<file path="src/rtl/llc_seq_ctrl.sv">
// llc_seq_ctrl: LLC pipeline sequencer. Arbitrates NUM_IN request channels
// (fixed or round-robin), then steps READ_SET / READ_MEM (RD_LAT cycles) /
// LOOKUP / PROCESS / UPDATE / optional RESUME, emitting datapath enables.
// Ports: clk, rst (async active-low); in_valid/in_set/stall_mask -> in_ready
// (one-hot grant in DECODE); rd_en/rd_set/cur_ch; lookup_en; process_en with
// process_done; update_en; resume_req -> resume_valid/resume_ready; idle;
// proc_timeout (sticky watchdog); txn_count (wrapping completed count).
module llc_seq_ctrl #(
    parameter int NUM_IN   = 4,
    parameter int SET_BITS = 9,
    parameter int RD_LAT   = 1,
    parameter int ARB_RR   = 0,
    parameter int MAX_PROC = 255,
    localparam int CW = (NUM_IN > 1) ? $clog2(NUM_IN) : 1
) (
    input  logic                       clk,
    input  logic                       rst,
    input  logic [NUM_IN-1:0]          in_valid,
    input  logic [NUM_IN*SET_BITS-1:0] in_set,
    input  logic [NUM_IN-1:0]          stall_mask,
    output logic [NUM_IN-1:0]          in_ready,
    output logic                       rd_en,
    output logic [SET_BITS-1:0]        rd_set,
    output logic [CW-1:0]              cur_ch,
    output logic                       lookup_en,
    output logic                       process_en,
    input  logic                       process_done,
    output logic                       update_en,
    input  logic                       resume_req,
    output logic                       resume_valid,
    input  logic                       resume_ready,
    output logic                       idle,
    output logic                       proc_timeout,
    output logic [15:0]                txn_count
);

    typedef enum logic [2:0] {
        DECODE, READ_SET, READ_MEM, LOOKUP, PROCESS, UPDATE, RESUME
    } state_t;

    state_t              state_q, state_d;
    logic [SET_BITS-1:0] rd_set_q, rd_set_d;
    logic [CW-1:0]       cur_ch_q, cur_ch_d;
    logic [CW-1:0]       rr_ptr_q, rr_ptr_d;
    logic [2:0]          lat_cnt_q, lat_cnt_d;
    logic [15:0]         proc_cnt_q, proc_cnt_d;
    logic                tmo_q, tmo_d;
    logic [15:0]         txn_q, txn_d;

    logic [NUM_IN-1:0]   elig;
    logic [NUM_IN-1:0]   gnt;
    logic                found;
    logic [CW-1:0]       win;
    int                  idx;

    // Scan starts at rr_ptr in round-robin mode, at 0 in fixed mode.
    always_comb begin
        elig  = in_valid & ~stall_mask;
        found = 1'b0;
        win   = '0;
        idx   = 0;
        for (int k = 0; k < NUM_IN; k++) begin
            if (ARB_RR != 0) idx = (int'(rr_ptr_q) + k) % NUM_IN;
            else             idx = k;
            if (!found && elig[idx]) begin
                found = 1'b1;
                win   = CW'(idx);
            end
        end
        gnt = found ? (NUM_IN'(1) << win) : '0;
    end

    always_comb begin
        state_d    = state_q;
        rd_set_d   = rd_set_q;
        cur_ch_d   = cur_ch_q;
        rr_ptr_d   = rr_ptr_q;
        lat_cnt_d  = lat_cnt_q;
        proc_cnt_d = proc_cnt_q;
        tmo_d      = tmo_q;
        txn_d      = txn_q;
        unique case (state_q)
            DECODE: begin
                if (found) begin
                    cur_ch_d = win;
                    rd_set_d = in_set[int'(win)*SET_BITS +: SET_BITS];
                    if (ARB_RR != 0)
                        rr_ptr_d = (win == CW'(NUM_IN-1)) ? '0 : win + 1'b1;
                    state_d = READ_SET;
                end
            end
            READ_SET: begin
                lat_cnt_d = 3'(RD_LAT-1);
                state_d   = READ_MEM;
            end
            READ_MEM: begin
                if (lat_cnt_q == '0) state_d = LOOKUP;
                else lat_cnt_d = lat_cnt_q - 1'b1;
            end
            LOOKUP: begin
                proc_cnt_d = '0;
                state_d    = PROCESS;
            end
            PROCESS: begin
                proc_cnt_d = proc_cnt_q + 1'b1;
                if (process_done) begin
                    state_d = UPDATE;
                end else if (proc_cnt_q == 16'(MAX_PROC-1)) begin
                    tmo_d   = 1'b1;
                    state_d = UPDATE;
                end
            end
            UPDATE: begin
                txn_d   = txn_q + 1'b1;
                state_d = resume_req ? RESUME : DECODE;
            end
            RESUME: begin
                if (resume_ready) state_d = DECODE;
            end
            default: state_d = DECODE;
        endcase
    end

    always_ff @(posedge clk or negedge rst) begin
        if (!rst) begin
            state_q    <= DECODE;
            rd_set_q   <= '0;
            cur_ch_q   <= '0;
            rr_ptr_q   <= '0;
            lat_cnt_q  <= '0;
            proc_cnt_q <= '0;
            tmo_q      <= 1'b0;
            txn_q      <= '0;
        end else begin
            state_q    <= state_d;
            rd_set_q   <= rd_set_d;
            cur_ch_q   <= cur_ch_d;
            rr_ptr_q   <= rr_ptr_d;
            lat_cnt_q  <= lat_cnt_d;
            proc_cnt_q <= proc_cnt_d;
            tmo_q      <= tmo_d;
            txn_q      <= txn_d;
        end
    end

    // Grant is gated by rst so nothing is offered while held in reset.
    assign in_ready     = (state_q == DECODE && rst) ? gnt : '0;
    assign rd_en        = (state_q == READ_SET) || (state_q == READ_MEM);
    assign lookup_en    = (state_q == LOOKUP);
    assign process_en   = (state_q == LOOKUP) || (state_q == PROCESS);
    assign update_en    = (state_q == UPDATE);
    assign resume_valid = (state_q == RESUME);
    assign idle         = (state_q == DECODE);
    assign rd_set       = rd_set_q;
    assign cur_ch       = cur_ch_q;
    assign proc_timeout = tmo_q;
    assign txn_count    = txn_q;

endmodule

</file>
<file path="config.mk">
export PLATFORM = sky130hd
export DESIGN_NAME = llc_seq_ctrl
export DESIGN_NICKNAME = d
export VERILOG_FILES = /design/src/rtl/llc_seq_ctrl.sv
export SDC_FILE = /design/constraint.sdc
export NUM_CORES = 1
export LEC_CHECK = 0
export BUFFER_PORTS_ARGS = -buffer_cell sky130_fd_sc_hd__buf_4
export CAP_MARGIN = 20
export CELL_PAD_IN_SITES_DETAIL_PLACEMENT = 1
export CELL_PAD_IN_SITES_GLOBAL_PLACEMENT = 1
export CORE_MARGIN = 1.5
export CORE_UTILIZATION = 34
export DETAILED_ROUTE_END_ITERATION = 10
export PLACE_DENSITY_LB_ADDON = 0.1
export SYNTH_ARGS = -nofsm -noshare
export SYNTH_HDL_FRONTEND = slang
export SYNTH_SLANG_ARGS = --single-unit
export TNS_END_PERCENT = 1
</file>
<file path="constraint.sdc">
create_clock -name clk -period 1.5 [get_ports clk]
set_input_delay 0.15 -clock clk [delete_from_list [all_inputs] [get_ports clk]]
set_output_delay 0.15 -clock clk [all_outputs]
set_load 0.005 [all_outputs]
</file>
==> results.ini <==
[floorplan]
ioPinCount=87
fp.dieH_um=93.9
core_um2=7850
initial_core_util_pct=35.8
die_x_um=93.9
die-area_um2=8810
placement_rows=32

[final_layout]
fin_area_um2=4270
syn_to_final_growth_pct=52.0
finalNetCount=489
diodes=0
fill_cells=924
layout-drive-gt1-share_pct=44.5

[logic_synthesis]
synth_nets=353
synth_area_per_cell_um2=9.39
syn_area_um2=2810
yosysSeqAreaShare_pct=44.6
syn_inst=299
ys.warnings.count=0
yosysUniqueCellTypes=46
ys_ff_latch=50
synth_edf_count=0
ys.flop_type=dfrtp_1
async_flop_share_pct=100

[drt]
drtAntennaViolNets=0
drtIter0Drc=46
first_pass_iters=4
vias=2776
wl_mm=8.62
drc=0
viasPerCell=5.16
wire_per_inst_um=16.0

[sta]
rsz0062_at_grt=yes
maxSlewViolCount=0
setup_violations=38
hold_slack_ns=0.146
worstMarginPinSlew_ns=0.577
slew_headroom_pct=61.4
worst_slack_ns=-0.196
min_period_over_period_pct=113
hold_viol=0
max_freq_mhz=590
skew_ns=0.00654
fin_crit_ns=1.70

[global_route]
global_route.usage.total_pct=20.5
grt_max_degree=51
grt_pass1_wl_mm=14.2
grt_pass1_vias=2919
antenna_found_initial=0
grt_overflow=0

[setup_path]
path_max_fanout=4
required_ns=1.35
cp.arrival_ns=1.55
crit_path_start_kind=register
criticalPathCategory=reg2out
endpoint_kind=primary output

[power_and_ir_drop]
leakage_nw=2.10
power_density_nw_per_um2=1300
ir_drop_mv=0.625

[cts]
numCtsBuffers=5
htree_levels=2
cts_tree=built
cts-root-buf=clkbuf_8
cts_sinks=50
clock_latency_ns=0.32
clock_path_buffers=2
clk_pin_slew_ns=0.10

[outcome]
status=finished with violations
violations=setup timing

[placed_design]
place_congestion=0.787
dp_hpwl_mm=6.40
postPlaceCellArea_um2=3900
port_buffers=86

[run]
maxCapViolations=0

[worst_hold_path]
hold_class=in2reg

cell families after synthesis:
group	after synthesis	share of synthesized area, %
adders and majority gates	5	2.23
DFF	50	44.6
AOI/OAI and AO/OA	68	15.9
buffers and inverters	25	4.01
muxes	12	4.32
xor gates and xnor gates	16	4.99
and+or+nand+nor	123	24.0
per-layer routing:
metal  global-route usage (%)  vias up  wire length, um
met5                        0        -                0
met4                     4.10        0               68
met3                     3.72        5              401
met2                     34.2       70             4360
met1                     27.9     1358             3790
li1                         -     1343                -
per-stage QoR:
stage | util (%) | setup TNS [ns] | total power [mW] | setup WS [ns] | cells
2_1_floorplan | - | -0.000194 | 2.94 | -0.000194 | 299
3_3_place_gp | 49.7 | -0.736 | 4.15 | -0.0733 | 520
6_report | 54.4 | -3.58 | 5.57 | -0.196 | 538
3_5_place_dp | 49.7 | -1.60 | 4.22 | -0.121 | 520
5_1_grt | 54.4 | -6.74 | 5.97 | -0.265 | 538
4_1_cts | 53.3 | -3.75 | 5.52 | -0.200 | 538
path summary, 6_finish.rpt:
check,from,endpoint,slack (ns),cells after the start
hold reg to reg,txn_count[15],txn_count[15],0.48,1
setup reg to reg,state_q[1],txn_count[10],-0.15,5
setup / recovery,state_q[0],in_ready[3],-0.20,5
hold / removal,resume_ready,state_q[1],0.15,4
max in group asynchronous,rst,state_q[0],0.80,3
min in group asynchronous,rst,proc_cnt_q[8],0.44,3
synthesized netlist by cell type, drive strengths merged, types with 2 or more instances:
cell,number,area (um^2)
nor2b,7,43.8
mux2i,11,110
buf,6,41.3
a31oi,11,68.8
nand2b,6,37.5
and4,2,17.5
nor2,28,121
a21o,10,75.1
a22oi,9,67.6
dfrtp,50,1250
nand3,15,75.1
inv,11,41.3
nand2,29,109
xnor2,13,114
nor4,3,18.8
nor3b,2,20.0
clkbuf,8,30.0
nand4,9,56.3
and3,10,62.6
a22o,3,26.3
xor2,3,26.3
a211oi,2,20.0
a21oi,5,25.0
ha,5,62.6
o21ai,23,115
nor3,4,30.0
registers in the layout (all words and copies together), names as in the netlist:
signal	cells
txn_count	16
proc_cnt_q	16
state_q	3
lat_cnt_q	3
rd_set	9
proc_timeout	1
cur_ch	2
worst max-delay path, stage by stage (launching register included):
cell     delay (ns)
dfrtp_2        0.44
or3_4          0.41
inv_4          0.08
nand2_4        0.07
nor3_4         0.11
buf_4          0.13
power breakdown:
group | switching (mW) | internal (mW)
registers | 0.211 | 1.64
logic | 1.32 | 1.55
clock network | 0.516 | 0.338
total | 2.04 | 3.52
area by class of cell:
class	instances	area [um^2]	area share [%]
clock inverter	3	25.0	0.587
timing repair buffer	143	1140	26.7
tap	102	128	2.99
inverter	11	43.8	1.03
multi-input combinational	224	1610	37.7
sequential	50	1250	29.4
clock buffer	5	68.8	1.61
cell usage in the layout, fill, tap and decap left out, types with 3 or more instances in the layout:
master / instances
nand2b_1: 6
inv_2: 3
mux2i_1: 11
nor2_2: 4
inv_1: 7
nor2_1: 21
nand3_1: 13
nand2_1: 25
xor2_1: 3
ha_1: 4
nor2b_2: 3
dfrtp_1: 48
a22o_1: 3
nand4_1: 9
buf_4: 130
a31oi_1: 11
o21ai_1: 6
buf_6: 10
a22oi_1: 9
a21o_1: 10
nor2b_1: 4
nand2_2: 3
nor3_2: 3
o21ai_0: 16
clkbuf_8: 5
and3_1: 9
xnor2_1: 11
a21oi_1: 4
repair_timing:
item	CTS	global route
setup endpoints to repair	37	51
buffers inserted	9	0
endpoints found under the hold margin	50	0
gates resized for setup	33	26
hold buffers	1	0
pin swaps	11	8
No activity file was read; power rests on OpenSTA's default activity.
